## src/rtl/pipe_pkg.sv

```systemverilog
// Shared types and default sizes for the pipeline skid stage.
package pipe_pkg;

  localparam int unsigned WIDTH_DEF  = 32;
  localparam int unsigned CTRL_W_DEF = 8;
  localparam int unsigned CNT_W_DEF  = 16;

  typedef enum logic [1:0] {
    EMPTY = 2'b00,
    ONE   = 2'b01,
    FULL  = 2'b10
  } pipe_state_t;

  // Entry count held in a given state.
  function automatic logic [1:0] occ_of(input pipe_state_t s);
    logic [1:0] occ;
    case (s)
      ONE:     occ = 2'd1;
      FULL:    occ = 2'd2;
      default: occ = 2'd0;
    endcase
    return occ;
  endfunction

endpackage

```

## src/rtl/pipe_skid_stage_sat_counter.sv

```systemverilog
// Saturating up-counter with synchronous clear that wins over increment.
module sat_counter #(
  parameter int unsigned W = 16
) (
  input  logic         clk,
  input  logic         clr,
  input  logic         inc,
  input  logic         clr_sync,
  output logic [W-1:0] count
);

  // Count up to all-ones and stick there; clr_sync has priority.
  always_ff @(posedge clk or posedge clr) begin
    if (clr) begin
      count <= '0;
    end else if (clr_sync) begin
      count <= '0;
    end else if (inc && (count != '1)) begin
      count <= count + W'(1);
    end
  end

endmodule

```

## src/rtl/pipe_skid_stage.sv

```systemverilog
// Two-entry valid/ready pipeline stage: main register drives outputs, skid
// register absorbs one extra entry so in_ready can be a pure flop.
module pipe_skid_stage
  import pipe_pkg::*;
#(
  parameter int unsigned WIDTH  = WIDTH_DEF,
  parameter int unsigned CTRL_W = CTRL_W_DEF,
  parameter int unsigned CNT_W  = CNT_W_DEF
) (
  input  logic              clk,
  input  logic              clr,
  input  logic              flush,
  input  logic              cnt_clr,
  input  logic              in_valid,
  output logic              in_ready,
  input  logic [CTRL_W-1:0] in_ctrl,
  input  logic [WIDTH-1:0]  in_data,
  output logic              out_valid,
  input  logic              out_ready,
  output logic [CTRL_W-1:0] out_ctrl,
  output logic [WIDTH-1:0]  out_data,
  output logic [1:0]        occupancy,
  output logic [CNT_W-1:0]  stall_cnt
);

  pipe_state_t       state_q, state_nx;
  logic [CTRL_W-1:0] main_ctrl_q, main_ctrl_nx;
  logic [WIDTH-1:0]  main_data_q, main_data_nx;
  logic [CTRL_W-1:0] skid_ctrl_q, skid_ctrl_nx;
  logic [WIDTH-1:0]  skid_data_q, skid_data_nx;
  logic              in_ready_q;
  logic              out_valid_q;
  logic [1:0]        occupancy_q;
  logic              in_fire;
  logic              out_fire;

  assign in_fire  = in_valid & in_ready_q;
  assign out_fire = out_valid_q & out_ready;

  // Next-state and payload steering; flush overrides every transfer.
  always_comb begin
    state_nx     = state_q;
    main_ctrl_nx = main_ctrl_q;
    main_data_nx = main_data_q;
    skid_ctrl_nx = skid_ctrl_q;
    skid_data_nx = skid_data_q;
    if (flush) begin
      state_nx     = EMPTY;
      main_ctrl_nx = '0;
      skid_ctrl_nx = '0;
    end else begin
      case (state_q)
        EMPTY: begin
          if (in_fire) begin
            main_ctrl_nx = in_ctrl;
            main_data_nx = in_data;
            state_nx     = ONE;
          end
        end
        ONE: begin
          if (in_fire && out_fire) begin
            main_ctrl_nx = in_ctrl;
            main_data_nx = in_data;
          end else if (in_fire) begin
            skid_ctrl_nx = in_ctrl;
            skid_data_nx = in_data;
            state_nx     = FULL;
          end else if (out_fire) begin
            // Bubble: ctrl goes to zero, data keeps its last value.
            main_ctrl_nx = '0;
            state_nx     = EMPTY;
          end
        end
        FULL: begin
          if (out_fire) begin
            main_ctrl_nx = skid_ctrl_q;
            main_data_nx = skid_data_q;
            state_nx     = ONE;
          end
        end
        default: begin
          state_nx = EMPTY;
        end
      endcase
    end
  end

  // State, payload and registered handshake/status outputs.
  always_ff @(posedge clk or posedge clr) begin
    if (clr) begin
      state_q     <= EMPTY;
      main_ctrl_q <= '0;
      main_data_q <= '0;
      skid_ctrl_q <= '0;
      skid_data_q <= '0;
      in_ready_q  <= 1'b1;
      out_valid_q <= 1'b0;
      occupancy_q <= 2'd0;
    end else begin
      state_q     <= state_nx;
      main_ctrl_q <= main_ctrl_nx;
      main_data_q <= main_data_nx;
      skid_ctrl_q <= skid_ctrl_nx;
      skid_data_q <= skid_data_nx;
      in_ready_q  <= (state_nx != FULL);
      out_valid_q <= (state_nx != EMPTY);
      occupancy_q <= occ_of(state_nx);
    end
  end

  assign in_ready  = in_ready_q;
  assign out_valid = out_valid_q;
  assign out_ctrl  = main_ctrl_q;
  assign out_data  = main_data_q;
  assign occupancy = occupancy_q;

  // Backpressure cycles: entry presented but not taken.
  sat_counter #(
    .W(CNT_W)
  ) u_stall_cnt (
    .clk      (clk),
    .clr      (clr),
    .inc      (out_valid_q & ~out_ready),
    .clr_sync (cnt_clr),
    .count    (stall_cnt)
  );

endmodule

```

## config.mk

```make
export PLATFORM = sky130hd
export DESIGN_NAME = pipe_skid_stage
export DESIGN_NICKNAME = d
export VERILOG_FILES = /design/src/rtl/pipe_pkg.sv /design/src/rtl/pipe_skid_stage_sat_counter.sv /design/src/rtl/pipe_skid_stage.sv
export SDC_FILE = /design/constraint.sdc
export NUM_CORES = 1
export LEC_CHECK = 0
export CAP_MARGIN = 25
export CORE_MARGIN = 5
export CORE_UTILIZATION = 45
export DETAILED_ROUTE_END_ITERATION = 6
export GPL_ROUTABILITY_DRIVEN = 0
export GPL_TIMING_DRIVEN = 0
export HOLD_SLACK_MARGIN = 0.06
export MAX_ROUTING_LAYER = met4
export PLACE_DENSITY = 0.75
export REMOVE_ABC_BUFFERS = 1
export SLEW_MARGIN = 0
export SYNTH_ARGS = -nofsm -noshare
export SYNTH_HDL_FRONTEND = slang
export SYNTH_HIERARCHICAL = 1
export SYNTH_SLANG_ARGS = --single-unit
```

## constraint.sdc

```tcl
create_clock -name clk -period 3.6 [get_ports clk]
set_input_delay 0.72 -clock clk [delete_from_list [all_inputs] [get_ports clk]]
set_output_delay 0.72 -clock clk [all_outputs]
set_load 0.01 [all_outputs]
```

==> results by group <==
Final layout
  • Antenna Cells: 0
  • Layout cell share with drive strength beyond 1: 18.5%
  • Nets: 566
  • Fillers: 890
  • Core Util, Final: 60.1%
  • Syn-to-layout area delta: 30.2%

Run status
  • Outcome: finished, final reports clean

Clock network
  • CTS tree: built
  • Root buf cell: clkbuf_8
  • Htree depth: 3
  • # clock sinks: 102
  • Total CTS buffers: 9
  • Clock Latency Late Sink: 350 ps
  • CTS Hold Bufs: 0
  • Post_cts resized: 0
  • Worst-path clk slew: 100 ps
  • Max clock buf depth: 2
  • Post-CTS Setup Bufs: 0

Global routing
  • Initial antenna violation count: 0
  • GRT Total Usage: 17.7%
  • Grt ovf: 0
  • Global-route wire length before repair: 17800 um
  • Vias in the first global route: 3673
  • Pin count of the biggest net entering global routing: 57

Route
  • Vias per Instance: 5.43
  • ANT nets after route: 0
  • Pre-antenna DRT Iters: 4
  • Total number of vias: 3565
  • DR WL/cell: 16.4 um
  • 1st-iter DRT viols: 119
  • Post-route DRC: 0
  • Drt total wl: 10700 um

Logic synthesis
  • Netlist cell types: 48
  • Main synth FF type: dfrtp_1
  • Synthesized instance count: 412
  • Post-Syn Area per Cell: 11.6 sq um
  • Post-Syn Area: 0.00478 sq mm
  • Asr flop ratio synth: 100%
  • Yosys reg bits: 102
  • Seq/Total Area, Yosys: 53.4%
  • Number of synthesized flops with an enable pin: 0
  • Synth warn: 6

Timing
  • Slew HR: 48.1%
  • Worst Skew: 10.3 ps
  • Final Hold Viols: 0
  • Fin crit period: 2950 ps
  • Actual slew at the worst max-slew pin: 778 ps
  • Max Fclk: 339 MHz
  • Final hold slack: 506 ps
  • Final setup fails: 0
  • Period utilization: 82.0%
  • Fin. max-slew vios: 0
  • RSZ-0062 raised after global routing: false
  • Worst setup margin: 649 ps

Die
  • Die area: 0.0128 sq mm
  • Die X: 113 um
  • Ports: 106
  • Total core area: 0.0104 sq mm
  • Initial Util: 46.1%
  • FP Rows: 37
  • Die Ht: 113 um

Critical path
  • Required @ worst endpoint: 3890 ps
  • Worst Path Arrival: 3240 ps
  • CP max FO: 14
  • Worst R2R Path Depth: 9
  • Crit path launch type: input pin
  • Crit end category: register
  • Worst Setup Path Type: input pin to register

Placement
  • HPWL Detailed: 7730 um
  • Worst slack at placement: 272 ps
  • Port Buffer Count: 105

Worst hold path
  • Hold crit path type: register to register
  • Hold Crit Depth: 1

Pwr
  • Leak pwr: 2.37 nW
  • Cell Pwr Density: 586 mW/mm^2
  • Final total power: 3.65 mW
  • Worst IR Drop VDD: 0.000306 V

Job
  • # Max-Cap Violations: 0
==> cell families (layout without fill, tap and decap cells) <==
| logic type | after synthesis | after routing | share of synthesized area, % |
|---|---|---|---|
| adder cells (fa/ha/maj) | 5 | 5 | 1.31 |
| flip-flops | 102 | 102 | 53.4 |
| AO/OA/AOI/OAI | 96 | 96 | 14.8 |
| AND/OR/NAND/NOR | 114 | 114 | 12.2 |
| buffers and inverters | 28 | 136 | 3.43 |
| multiplexers | 67 | 67 | 14.9 |
==> power by group <==
group | switching, mW | internal (mW)
clock | 0.380 | 0.394
sequential | 0.198 | 1.50
combinational | 0.516 | 0.661
==> layout make-up <==
type                       count  area [sq um]  area share (%)
inverter                       7          28.8           0.462
multi-input combinational    282          2080            33.3
tap                          136           170            2.73
sequential                   102          2550            41.0
timing repair buffer         113          1190            19.0
clock buffer                  11           131            2.11
clock inverter                 5          83.8            1.35
==> cell usage after synthesis, types with 3 or more instances <==
cell / n / area (sq um)
a21oi_1: 28 / 140
a21oi_2: 28 / 245
a32oi_1: 8 / 70.1
buf_2: 3 / 15.0
buf_6: 6 / 67.6
clkbuf_1: 8 / 30.0
dfrtp_1: 101 / 2530
ha_1: 5 / 62.6
inv_1: 7 / 26.3
mux2_2: 34 / 383
mux2i_1: 33 / 330
nand2_1: 25 / 93.8
nand2b_1: 3 / 18.8
nand3_1: 8 / 40.0
nand4_1: 4 / 25.0
nor2_1: 39 / 146
nor2b_1: 4 / 25.0
nor3_1: 5 / 25.0
nor4_1: 3 / 18.8
o21ai_0: 6 / 30.0
o2bb2ai_1: 8 / 70.1
o31ai_1: 6 / 45.0
or3_1: 6 / 37.5
or4_1: 6 / 45.0
==> per-stage QoR <==
| stage | cell area, sq um | TNS (ps) | instances |
|---|---|---|---|
| 2_1_floorplan | 4650 | -20860 | 391 |
| 3_3_place_gp | 5870 | -158140 | 632 |
| 3_5_place_dp | 6020 | 0 | 640 |
| 4_1_cts | 6230 | 0 | 656 |
| 5_1_grt | 6230 | 0 | 656 |
| 6_report | 6230 | 0 | 656 |
==> worst max-delay path: stages <==
cell,delay (ps)
clkdlybuf4s50_1,680
or2_2,460
a2111oi_4,620
buf_6,280
buf_8,170
buf_6,150
nor2_1,60
a21oi_2,100
==> layer usage <==
metal  wire length, um  part of all wire (%)  global-route usage, %  vias to the layer above
li1                  -                     -                      -                     1703
met1              4600                    43                   22.2                     1762
met2              5200                    48                   27.5                       95
met3               880                   8.2                   6.68                        5
met4                57                  0.53                   3.61                        0
met5                 0                     0                      -                        -
==> state kept, by name, indices dropped and copies added (netlist names) <==
name               count
skid_data_q           32
in_ready               1
skid_ctrl_q            8
out_data              32
occupancy              2
out_valid              1
state_q                2
out_ctrl               8
u_stall_cnt/count     16
==> cell usage in the layout (no fill, tap or decap), drive strengths merged, types with 9 or more instances in the layout <==
cell type / instances
a21oi: 56
mux2i: 33
clkbuf: 11
mux2: 34
nand3: 9
nand2: 25
nor2: 39
dfrtp: 101
clkdlybuf4s50: 105
==> path summary, 6_finish.rpt <==
check,start,endpoint,slack (ps)
setup / recovery,flush,out_data[1],650
hold / removal,out_ctrl[2],out_ctrl[2],510
setup reg to reg,state_q[0],out_data[1],950
hold reg to reg,out_ctrl[2],out_ctrl[2],510
max in group asynchronous,clr,out_data[21],2220
min in group asynchronous,clr,out_ctrl[4],750
No activity file was read; power rests on OpenSTA's default activity.
